--- config.mk ---
export PLATFORM = sky130hd
export DESIGN_NAME = frame_buffer_ctrl
export DESIGN_NICKNAME = d
export VERILOG_FILES = /design/src/rtl/frame_buffer_ctrl.sv
export SDC_FILE = /design/constraint.sdc
export NUM_CORES = 1
export LEC_CHECK = 0
export BUFFER_PORTS_ARGS = -buffer_cell sky130_fd_sc_hd__clkbuf_2
export CORE_ASPECT_RATIO = 0.8
export CORE_MARGIN = 8
export CORE_UTILIZATION = 40
export DETAILED_ROUTE_END_ITERATION = 10
export SYNTH_ARGS = -nofsm -noshare
export SYNTH_HDL_FRONTEND = slang
export SYNTH_SLANG_ARGS = --single-unit
--- constraint.sdc ---
create_clock -name pixel_clk_in -period 5.4 [get_ports pixel_clk_in]
set_input_delay 0.81 -clock pixel_clk_in [delete_from_list [all_inputs] [get_ports pixel_clk_in]]
set_output_delay 0.81 -clock pixel_clk_in [all_outputs]
set_load 0.01 [all_outputs]
--- src/rtl/frame_buffer_ctrl.sv ---
// frame_buffer_ctrl
// Double-buffered frame store controller. Pixels from the transformation
// stage are written into the back buffer of a dual-BRAM frame store while the
// display scans the front buffer. Once a frame closes (last-pixel accept), the
// controller waits for the next display frame_start pulse. It then swaps
// buffers for exactly one cycle and resumes writing.
//
// Ports
//   pixel_clk_in        : single clock for all logic
//   rst_in              : asynchronous active-high reset
//   ray_valid_in        : pixel write offered
//   ray_address_in      : linear pixel address (hcount + vcount*SCREEN_WIDTH)
//   ray_pixel_in        : pixel value
//   ray_last_pixel_in   : offered pixel is the final pixel of the frame
//   ray_ready_out       : pixel accepted this cycle (combinational, WRITING)
//   frame_start_in      : display frame start pulse
//   bram_wr_en_out      : BRAM write enable (registered)
//   bram_wr_addr_out    : {buffer select, pixel address} (registered)
//   bram_wr_data_out    : BRAM write data (registered)
//   rd_buf_sel_out      : buffer currently read by the display
//   swap_out            : one-cycle pulse during the swap cycle
//   frame_count_out     : completed swaps modulo 256
//   addr_err_out        : sticky, an out-of-range address was accepted
//   short_frame_err_out : sticky, a frame closed with the wrong pixel count
module frame_buffer_ctrl #(
    parameter int SCREEN_WIDTH  = 320,
    parameter int SCREEN_HEIGHT = 180,
    parameter int PIXEL_WIDTH   = 16
) (
    input  logic                   pixel_clk_in,
    input  logic                   rst_in,
    input  logic                   ray_valid_in,
    input  logic [15:0]            ray_address_in,
    input  logic [PIXEL_WIDTH-1:0] ray_pixel_in,
    input  logic                   ray_last_pixel_in,
    output logic                   ray_ready_out,
    input  logic                   frame_start_in,
    output logic                   bram_wr_en_out,
    output logic [16:0]            bram_wr_addr_out,
    output logic [PIXEL_WIDTH-1:0] bram_wr_data_out,
    output logic                   rd_buf_sel_out,
    output logic                   swap_out,
    output logic [7:0]             frame_count_out,
    output logic                   addr_err_out,
    output logic                   short_frame_err_out
);

    localparam int          FRAME_PIXELS = SCREEN_WIDTH * SCREEN_HEIGHT;
    localparam logic [16:0] FRAME_LIMIT  = 17'(FRAME_PIXELS);
    localparam logic [15:0] FRAME_COUNT  = 16'(FRAME_PIXELS);

    typedef enum logic [1:0] {
        WRITING   = 2'd0,
        WAIT_SWAP = 2'd1,
        SWAP      = 2'd2
    } state_t;

    state_t                 state_q, state_d;
    logic                   rd_buf_sel_q, rd_buf_sel_d;
    logic                   wr_en_q, wr_en_d;
    logic [16:0]            wr_addr_q, wr_addr_d;
    logic [PIXEL_WIDTH-1:0] wr_data_q, wr_data_d;
    logic                   swap_q, swap_d;
    logic [7:0]             frame_count_q, frame_count_d;
    logic                   addr_err_q, addr_err_d;
    logic                   short_err_q, short_err_d;
    logic [15:0]            pix_cnt_q, pix_cnt_d;

    logic        accept;
    logic        in_range;
    logic [15:0] pix_cnt_inc;

    assign ray_ready_out = (state_q == WRITING);
    assign accept        = ray_valid_in & ray_ready_out;
    assign in_range      = ({1'b0, ray_address_in} < FRAME_LIMIT);
    assign pix_cnt_inc   = pix_cnt_q + 16'd1;

    always_comb begin
        state_d       = state_q;
        rd_buf_sel_d  = rd_buf_sel_q;
        wr_en_d       = 1'b0;
        wr_addr_d     = wr_addr_q;
        wr_data_d     = wr_data_q;
        swap_d        = 1'b0;
        frame_count_d = frame_count_q;
        addr_err_d    = addr_err_q;
        short_err_d   = short_err_q;
        pix_cnt_d     = pix_cnt_q;

        // Write path: address and data only move on a real write, so they
        // hold through idle cycles and suppressed out-of-range accepts.
        if (accept) begin
            if (in_range) begin
                wr_en_d   = 1'b1;
                wr_addr_d = {~rd_buf_sel_q, ray_address_in};
                wr_data_d = ray_pixel_in;
            end else begin
                addr_err_d = 1'b1;
            end
        end

        case (state_q)
            WRITING: begin
                if (accept) begin
                    if (ray_last_pixel_in) begin
                        if (pix_cnt_inc != FRAME_COUNT) begin
                            short_err_d = 1'b1;
                        end
                        pix_cnt_d = 16'd0;
                        state_d   = WAIT_SWAP;
                    end else begin
                        pix_cnt_d = pix_cnt_inc;
                    end
                end
            end
            WAIT_SWAP: begin
                // Swap-cycle outputs are set on entry so they are visible
                // for the whole SWAP cycle.
                if (frame_start_in) begin
                    state_d       = SWAP;
                    rd_buf_sel_d  = ~rd_buf_sel_q;
                    swap_d        = 1'b1;
                    frame_count_d = frame_count_q + 8'd1;
                end
            end
            SWAP: begin
                state_d = WRITING;
            end
            default: begin
                state_d = WRITING;
            end
        endcase
    end

    always_ff @(posedge pixel_clk_in or posedge rst_in) begin
        if (rst_in) begin
            state_q       <= WRITING;
            rd_buf_sel_q  <= 1'b0;
            wr_en_q       <= 1'b0;
            wr_addr_q     <= '0;
            wr_data_q     <= '0;
            swap_q        <= 1'b0;
            frame_count_q <= 8'd0;
            addr_err_q    <= 1'b0;
            short_err_q   <= 1'b0;
            pix_cnt_q     <= 16'd0;
        end else begin
            state_q       <= state_d;
            rd_buf_sel_q  <= rd_buf_sel_d;
            wr_en_q       <= wr_en_d;
            wr_addr_q     <= wr_addr_d;
            wr_data_q     <= wr_data_d;
            swap_q        <= swap_d;
            frame_count_q <= frame_count_d;
            addr_err_q    <= addr_err_d;
            short_err_q   <= short_err_d;
            pix_cnt_q     <= pix_cnt_d;
        end
    end

    assign bram_wr_en_out      = wr_en_q;
    assign bram_wr_addr_out    = wr_addr_q;
    assign bram_wr_data_out    = wr_data_q;
    assign rd_buf_sel_out      = rd_buf_sel_q;
    assign swap_out            = swap_q;
    assign frame_count_out     = frame_count_q;
    assign addr_err_out        = addr_err_q;
    assign short_frame_err_out = short_err_q;

endmodule

==> results of run 1 <==
[cell type report]
class	count	area, sq um
Multi-Input combinational cell	170	1339
Fill cell	687	3674
Clock inverter	4	70.07
Clock buffer	11	131.4
Inverter	6	22.52
Tap cell	105	131.4
Timing Repair Buffer	84	422.9
Sequential cell	64	1602
[stage by stage]
step	instance area, sq um	cells
2_1_floorplan	3053	256
3_3_place_gp	3517	429
3_5_place_dp	3517	429
4_1_cts	3719	444
5_1_grt	3719	444
6_report	3719	444
[synth_stat cells (2+ instances only)]
cell type and n:
and3_1 3, xnor2_1 9, mux2_4 27, buf_1 2, ha_1 3, or4_1 2
o32a_1 2, mux2_2 5, clkbuf_2 3, o31ai_1 6, a31oi_1 5, nor4_1 3
inv_1 6, nor2_1 13, clkbuf_1 5, o21ai_0 21, buf_6 3, nor3_1 3
xor2_1 5, buf_2 3, nand2_1 18, nand3b_1 3, dfrtp_1 64, nand3_1 10
nand4_1 4, a21oi_1 4, nand2b_1 5
[power groups by stage]
stage	Combinational, uW	Sequential (uW)	Clock [uW]
after global placement	342	662	0
after CTS	347	657	449
after floorplan	188	680	0
after detailed placement	347	662	0
after global routing	373	672	464
final	338	657	433
[worst max-delay path: stages (launching register included)]
cell and delay (ns):
dfrtp_1 0.40, nor2_1 0.39, nand2_1 0.52, or2_2 0.58, o41ai_1 0.43
[placed cells by master, fill, tap and decap left out, types with 2 or more instances in the layout]
cell type | synthesis | final
clkbuf_8 | 0 | 9
inv_1 | 6 | 5
nand3b_1 | 3 | 3
nor3_1 | 3 | 3
nor2_1 | 13 | 13
o32a_1 | 2 | 2
bufinv_16 | 0 | 2
xor2_1 | 5 | 5
mux2_2 | 5 | 5
clkbuf_2 | 3 | 83
ha_1 | 3 | 3
xnor2_1 | 9 | 9
a21oi_1 | 4 | 4
dfrtp_1 | 64 | 64
or4_1 | 2 | 2
o21ai_0 | 21 | 21
clkbuf_1 | 5 | 2
a31oi_1 | 5 | 5
clkinv_2 | 0 | 2
and3_1 | 3 | 3
nand3_1 | 10 | 10
nor4_1 | 3 | 3
nand4_1 | 4 | 4
mux2_4 | 27 | 27
nand2_1 | 18 | 18
o31ai_1 | 6 | 6
nand2b_1 | 5 | 5
[worst paths after layout]
kind	startpoint	end	slack [ns]	cells past startpoint
setup reg to reg	state_q[0]	pix_cnt_q[7]	2.94	4
hold / removal	state_q[1]	state_q[0]	0.44	1
hold reg to reg	state_q[1]	state_q[0]	0.44	1
setup / recovery	state_q[0]	pix_cnt_q[7]	2.94	4
max in group asynchronous	rst_in	pix_cnt_q[6]	4.18	3
min in group asynchronous	rst_in	swap_out	0.67	3
[layer usage]
metal / up-vias / track usage
met4: 0 / 0.03650
met1: 1063 / 0.1831
met2: 59 / 0.1962
met5: - / 0
li1: 1070 / -
met3: 5 / 0.05845
[logic make-up after synthesis]
family          Yosys count
simple gates             73
flops                    64
compound gates           47
mux                      33
buf+inv                  22
xor+xnor                 14
fa+ha+maj                 3
[registers in the layout (all words and copies together) (netlist names)]
name                 flops
bram_wr_addr_out        17
bram_wr_data_out        16
pix_cnt_q               16
frame_count_out          8
state_q                  2
addr_err_out             1
bram_wr_en_out           1
rd_buf_sel_out           1
short_frame_err_out      1
swap_out                 1
==> flow_summary.ini, run 1 <==
[clock_network]
cts_tree = yes
post_cts_resized = 0
postCtsHoldBufs = 0
htree_levels = 3
clock_latency_ns = 0.34
clockBufferDepth = 2
cts_buffers = 9
postCtsSetupRepairBufs = 0
clock-root-buffer = clkbuf_8
cts_sinks = 64
clk_pin_slew_ns = 0.07

[floorplan]
dieWidth_um = 113.7
fp-row-count = 28
start_util = 0.4130
io-pin-count = 84
fp.dieH_um = 94.14
fp.coreArea_sq_um = 7392
dieArea_sq_um = 10700

[final_layout]
area_delta_synth_final_pct = 21.80
utilization = 0.5030
antennaDiodeCount = 0
final_nets = 375
drive_above_1_share = 0.4041

[status]
outcome = complete, no violations

[sta]
worst_slack_ns = 2.937
whs_ns = 0.4369
fmax_mhz = 406.0
slew_violations = 0
finalHoldViolCount = 0
setup_violations = 0
post-route-min-period_ns = 2.463
period_share = 0.4562
relSlewSlack = 0.4571
tns_ns = 0
worst_pin_slew_ns = 0.8143
grt_setup_unrepaired = false
fin_skew_ns = 0.006350

[pwr]
sw_frac_of_total = 0.2933
p_per_area_nw_per_um2 = 383.9
p_seq_frac = 0.460
vdd_drop_max_mv = 0.2151
cellLeakagePower_uw = 0.001809
p_int_uw = 1009
total_power_uw = 1427
switchingPower_uw = 418.6
clkPwrFrac = 0.303
combPwrFrac = 0.237

[place]
portBuffers = 83
gp_congestion = 0.7240
hpwl_um = 4850
dpl_worst_slack_ns = 2.564

[yosys]
synth_compound_area_frac = 0.1004
yosysTopAreaCell = dfrtp_1
synth_edf_count = 0
synth_top_area_share = 0.5246
syn_avg_cell_area_sq_um = 11.93
ys_top_cells_by_area = dfrtp_1 (52%), mux2_4 (13%), o21ai_0 (3.4%)
ys_seq_area_frac = 0.5246
syn-num-nets = 296
ys.flop_type = dfrtp_1
ys_ff_latch = 64
synthSimpleGateAreaFrac = 0.1311
synthesis.area_sq_um = 3053
ys_types = 46
synth_top_family_by_area = multiplexers
synth_fa_ha_area_frac = 0.01230
async_flop_share = 1.000
yosysWarnings = 0
synthMuxAreaShare = 0.1545
syn_inst = 256
synth_xor_area_frac = 0.04016

[grt]
grt_max_degree = 65
grt_overflow_total = 0
grt_use_total = 0.1365
grt_pass1_vias = 2332
grt_first_pass_wirelength_um = 11720
antenna_found_initial = 0

[worst_setup_path]
worstSetupStartpointType = register
crit_type = reg2reg
critPathMaxFanout = 22
arrival_ns = 2.67
cp.required_ns = 5.61
crit_path_end_kind = register

[routing]
dr.pass1.iters = 4
drc_errors = 0
wl_met1_um = 3247
finalWirelength_um = 6849
maxUsedRoutingLayer = met4
ant_nets = 0
met2_length_um = 3081
via_count = 2197
wl_met3_um = 459
drt_iter0_markers = 89
avgViaCountPerCell = 4.948
wl_per_cell_um = 15.43

[job]
drv_cap = 0

[worst_hold_path]
min_path_type = reg2reg
No activity file was read; power rests on OpenSTA's default activity.
==> run 2, diff against run 1 <==
--- a/config.mk
+++ b/config.mk
@@ -10,6 +10,7 @@
 export CORE_MARGIN = 8
 export CORE_UTILIZATION = 40
 export DETAILED_ROUTE_END_ITERATION = 10
+export PLACE_DENSITY = 0.66
 export SYNTH_ARGS = -nofsm -noshare
 export SYNTH_HDL_FRONTEND = slang
 export SYNTH_SLANG_ARGS = --single-unit
==> constraint.sdc (replaced) <==
create_clock -name pixel_clk_in -period 2 [get_ports pixel_clk_in]
set_input_delay 0.3 -clock pixel_clk_in [delete_from_list [all_inputs] [get_ports pixel_clk_in]]
set_output_delay 0.3 -clock pixel_clk_in [all_outputs]
set_load 0.01 [all_outputs]
==> run 2 against run 1 <==
Against the previous run: design area grew 3.5%; routed wire length grew 1.9%; clock skew shrank 0.0018 ns; fmax grew 32%; first-iteration DRC count grew 36%; register-to-register slack lost 2.8 ns; critical endpoint is now pix_cnt_q[12]; hold slack lost 0.43 ns; combinational power grew to 2.9 times the previous value; critical path depth grew 1; largest power group unchanged; non-clock buffer count grew 12; sequential cell count is the same; largest cell class unchanged; via count grew 1.5%.
==> flow_summary.ini, run 2 (synthesized netlist as in run 1, its figures left out) <==
[status]
outcome = complete, no violations

[final_layout]
area_delta_synth_final_pct = 26.02
utilization = 0.5205
final_nets = 387
largest_reg_flops = 17
final_cell_mix = clkbuf_2 (83), dfrtp_1 (63), mux2_4 (27)
final_common_cell = clkbuf_2
drive_above_1_share = 0.4387
antennaDiodeCount = 0

[routing]
via_count = 2229
finalWirelength_um = 6982
drt_iter0_markers = 121
dr.pass1.iters = 4
avgViaCountPerCell = 4.888
ant_nets = 0
wl_per_cell_um = 15.31
drc_errors = 0

[place]
dpl_worst_slack_ns = 0.06063
portBuffers = 83
hpwl_um = 5021
gp_congestion = 0.7478

[grt]
grt_pass1_vias = 2333
grt_use_total = 0.1392
grt_max_degree = 65
grt_overflow_total = 0
grt_first_pass_wirelength_um = 11820
antenna_found_initial = 0

[clock_network]
clock-root-buffer = clkbuf_8
cts_tree = yes
clk_pin_slew_ns = 0.07
clockBufferDepth = 2
cts_sinks = 64
cts_buffers = 9
postCtsHoldBufs = 0
htree_levels = 3
postCtsSetupRepairBufs = 0
clock_latency_ns = 0.34

[floorplan]
io-pin-count = 84
dieArea_sq_um = 10700
start_util = 0.4130
dieWidth_um = 113.7
fp-row-count = 28
fp.coreArea_sq_um = 7392
fp.dieH_um = 94.14

[worst_setup_path]
critPathTopFamily = simple AND/OR/NAND/NOR gates
crit_type = reg2reg
crit_path_end_kind = register
crit_buf_inv = 0
worstSetupStartpointType = register
critPathMaxFanout = 8
arrival_ns = 2.08
cpPeakStageDelay_ns = 0.60
cp.required_ns = 2.21
path_cells = nand3_2, or4_1, nor2b_1, o21ai_1, o31ai_1
crit_path_top_delay_cell = or4_1

[sta]
tns_ns = 0
worst_slack_ns = 0.1321
post-route-min-period_ns = 1.868
fin_skew_ns = 0.004566
period_share = 0.9339
relSlewSlack = 0.7736
setup_violations = 0
finalHoldViolCount = 0
worst_pin_slew_ns = 0.3396
slew_violations = 0
fmax_mhz = 535.4

[pwr]
cellLeakagePower_uw = 0.001882
total_power_uw = 3834
p_per_area_nw_per_um2 = 996.4
p_int_uw = 2669
sw_frac_of_total = 0.3037
combPwrFrac = 0.257
switchingPower_uw = 1164
vdd_drop_max_mv = 0.5600
p_seq_frac = 0.457
clkPwrFrac = 0.286

[worst_hold_path]
min_path_type = in2async

[job]
drv_cap = 0
## run 2: changes by cell type in the layout (fill, tap and decap cells not counted), moves of 2 or more
cell | before | now
buf_12 | 0 | 2
clkinvlp_4 | 0 | 3
clkbuf_1 | 2 | 0
buf_4 | 1 | 11
## run 2: per-layer routing
metal / vias to the layer above / share of wire / track usage
met5: - / 0 / 0
met4: 0 / 0.011 / 0.03650
met3: 7 / 0.065 / 0.06230
met2: 59 / 0.46 / 0.2060
met1: 1069 / 0.47 / 0.1808
li1: 1094 / - / -
## run 2: metrics by stage
| stage | hold slack [ns] | std cells | area (sq um) |
|---|---|---|---|
| after floorplan | 0.4135 | 256 | 3053 |
| after global placement | 0.3787 | 441 | 3632 |
| after detailed placement | 0.3800 | 441 | 3632 |
| after CTS | 0.004951 | 456 | 3827 |
| after global routing | 0.03354 | 456 | 3847 |
| final | 0.006738 | 456 | 3847 |
## run 2: path summary, 6_finish.rpt
path	from	end	slack, ns	cells after the start
worst min-delay path	rst_in	state_q[1]	0.007	3
max in group asynchronous	rst_in	pix_cnt_q[3]	1.70	3
worst max-delay path	pix_cnt_q[5]	pix_cnt_q[12]	0.13	5
min in group pixel_clk_in	ray_address_in[7]	bram_wr_addr_out[7]	0.19	2
worst max register to register	pix_cnt_q[5]	pix_cnt_q[12]	0.13	5
worst min register to register	state_q[1]	state_q[0]	0.44	1
## run 2: layout make-up
class | instances | area, sq um
fillers | 657 | 3545
well taps | 105 | 131.4
flip-flops and latches | 64 | 1603
inverters | 6 | 22.52
clock buffers | 10 | 137.6
clock inverters | 5 | 57.56
repair buffers | 96 | 538.0
multi-input cells | 170 | 1358
## run 2: tightest hold or removal path: stages
cell and delay [ns]:
clkbuf_2 0.08, inv_2 0.06, buf_12 0.30
## run 2: power by group through the flow
stage,Sequential (uW),Combinational [uW],Clock (uW)
floorplan,1840,508,0
global placement,1760,976,0
detailed placement,1760,1010,0
CTS,1750,1010,1130
global route,1790,1080,1190
finish,1750,987,1090
## run 2: repair_timing
action,CTS,global route
hold endpoints to repair,0,0
resized for setup,0,4
endpoints found under the setup margin,0,2
==> run 3, diff against run 2 <==
--- a/config.mk
+++ b/config.mk
@@ -6,7 +6,7 @@
 export NUM_CORES = 1
 export LEC_CHECK = 0
 export BUFFER_PORTS_ARGS = -buffer_cell sky130_fd_sc_hd__clkbuf_2
-export CORE_ASPECT_RATIO = 0.8
+export CORE_ASPECT_RATIO = 1.75
 export CORE_MARGIN = 8
 export CORE_UTILIZATION = 40
 export DETAILED_ROUTE_END_ITERATION = 10
==> run 3 against run 2 <==
Against the previous run: global-route usage grew 0.66 points; power up 13%; clock-buffer cell count increased by 4; register-to-register slack lost 0.03 ns; critical endpoint unchanged; largest cell class unchanged; largest power group unchanged.
==> flow_summary.ini, run 3 (synthesized netlist as in run 1, its figures left out) <==
[status]
outcome = complete, no violations

[floorplan]
io-pin-count = 84
dieArea_sq_um = 10790
start_util = 0.4091
dieWidth_um = 82.04
fp-row-count = 42
fp.dieH_um = 131.6
fp.coreArea_sq_um = 7462

[sta]
tns_ns = 0
fmax_mhz = 525.7
post-route-min-period_ns = 1.902
setup_violations = 0
grt_setup_unrepaired = false
relSlewSlack = 0.7687
period_share = 0.9511
slew_violations = 0
finalHoldViolCount = 0
fin_skew_ns = 0.007739
worst_pin_slew_ns = 0.3470

[clock_network]
clock-root-buffer = clkbuf_16
cts_tree = yes
clock_latency_ns = 0.33
cts_buffers = 9
htree_levels = 3
clk_pin_slew_ns = 0.05
postCtsSetupRepairBufs = 0
clockBufferDepth = 2
cts_sinks = 64

[final_layout]
final_cell_mix = clkbuf_2 (83), dfrtp_1 (63), mux2_4 (27)
area_delta_synth_final_pct = 29.30
drive_above_1_share = 0.4318
antennaDiodeCount = 0
final_nets = 387
final_common_cell = clkbuf_2
utilization = 0.5290
largest_reg_flops = 17

[pwr]
vdd_drop_max_mv = 0.6630
p_int_uw = 3106
clkPwrFrac = 0.363
sw_frac_of_total = 0.2815
cellLeakagePower_uw = 0.001953
switchingPower_uw = 1217
combPwrFrac = 0.231
p_seq_frac = 0.406
p_per_area_nw_per_um2 = 1095

[grt]
grt_max_degree = 65
grt_first_pass_wirelength_um = 12360
grt_busiest_layer = met2
grt_overflow_total = 0
met2_usage = 0.2461
met3_usage = 0.03757
grt_use_total = 0.1458
antenna_found_initial = 0
grtUsageMet1 = 0.1591
grt_pass1_vias = 2508

[worst_setup_path]
worstSetupStartpointType = register
crit_path_end_kind = register
crit_type = reg2reg
cp.required_ns = 2.20
critPathMaxFanout = 5
arrival_ns = 2.10

[worst_hold_path]
min_path_type = in2async

[job]
drv_cap = 0

[routing]
dr.pass1.iters = 4
wl_per_cell_um = 16.63
ant_nets = 0
drc_errors = 0
drt_iter0_markers = 122
avgViaCountPerCell = 5.241
finalWirelength_um = 7316
via_count = 2306

[place]
hpwl_um = 5248
portBuffers = 83
gp_congestion = 0.8372
## run 3: stage by stage
step | setup WS, ns | hold WS [ns] | std cells | area (sq um) | power [uW]
finish | 0.09781 | 0.01374 | 440 | 3948 | 4323
global route | 0.01974 | 0.03785 | 440 | 3948 | 4539
CTS | 0.04393 | 0.02772 | 440 | 3918 | 4365
detailed placement | 0.01468 | 0.3798 | 424 | 3611 | 2772
global placement | 0.05000 | 0.3742 | 424 | 3611 | 2735
floorplan | 0.007804 | 0.4135 | 256 | 3053 | 2344
## run 3: final cells by class
class	count	area (sq um)
inverters	6	22.52
clock buffers	14	264.0
well taps	88	110.1
fillers	665	3515
clock inverters	2	37.54
repair buffers	96	538.0
flip-flops and latches	64	1603
multi-input cells	170	1373
## run 3: critical path, cell delays in order (launching register included)
cell     delay (ns)
dfrtp_1        0.34
ha_1           0.28
nand3_2        0.17
or4_1          0.62
nor2b_1        0.17
o21ai_1        0.11
o31ai_1        0.09
## run 3: power by group through the flow
stage | Sequential (uW) | Combinational (uW) | Clock, uW
2_1_floorplan | 1840 | 508 | 0
3_3_place_gp | 1760 | 978 | 0
3_5_place_dp | 1760 | 1010 | 0
4_1_cts | 1750 | 1010 | 1600
5_1_grt | 1800 | 1090 | 1650
6_report | 1760 | 998 | 1570
## run 3: per-layer routing
layer | wire length [um] | vias up
met5 | 0 | -
met4 | 182 | 0
met3 | 280 | 13
met2 | 3997 | 64
met1 | 2855 | 1134
li1 | - | 1095
## run 3: worst paths after layout
| path | from | endpoint | slack, ns | cells past startpoint |
|---|---|---|---|---|
| setup / recovery | pix_cnt_q[0] | pix_cnt_q[12] | 0.1 | 6 |
| hold / removal | rst_in | pix_cnt_q[7] | 0.01 | 3 |
| setup reg to reg | pix_cnt_q[0] | pix_cnt_q[12] | 0.1 | 6 |
| hold reg to reg | state_q[1] | state_q[0] | 0.44 | 1 |
| max in group asynchronous | rst_in | pix_cnt_q[3] | 1.68 | 3 |
| min in group pixel_clk_in | ray_pixel_in[7] | bram_wr_data_out[7] | 0.20 | 2 |
## run 3: timing repair
action,4_1_cts,5_1_grt
cloned,0,0
endpoints found under the hold margin,0,0
pin swaps,0,0
resized for setup,1,5
hold buffers,0,0
endpoints found under the setup margin,1,1
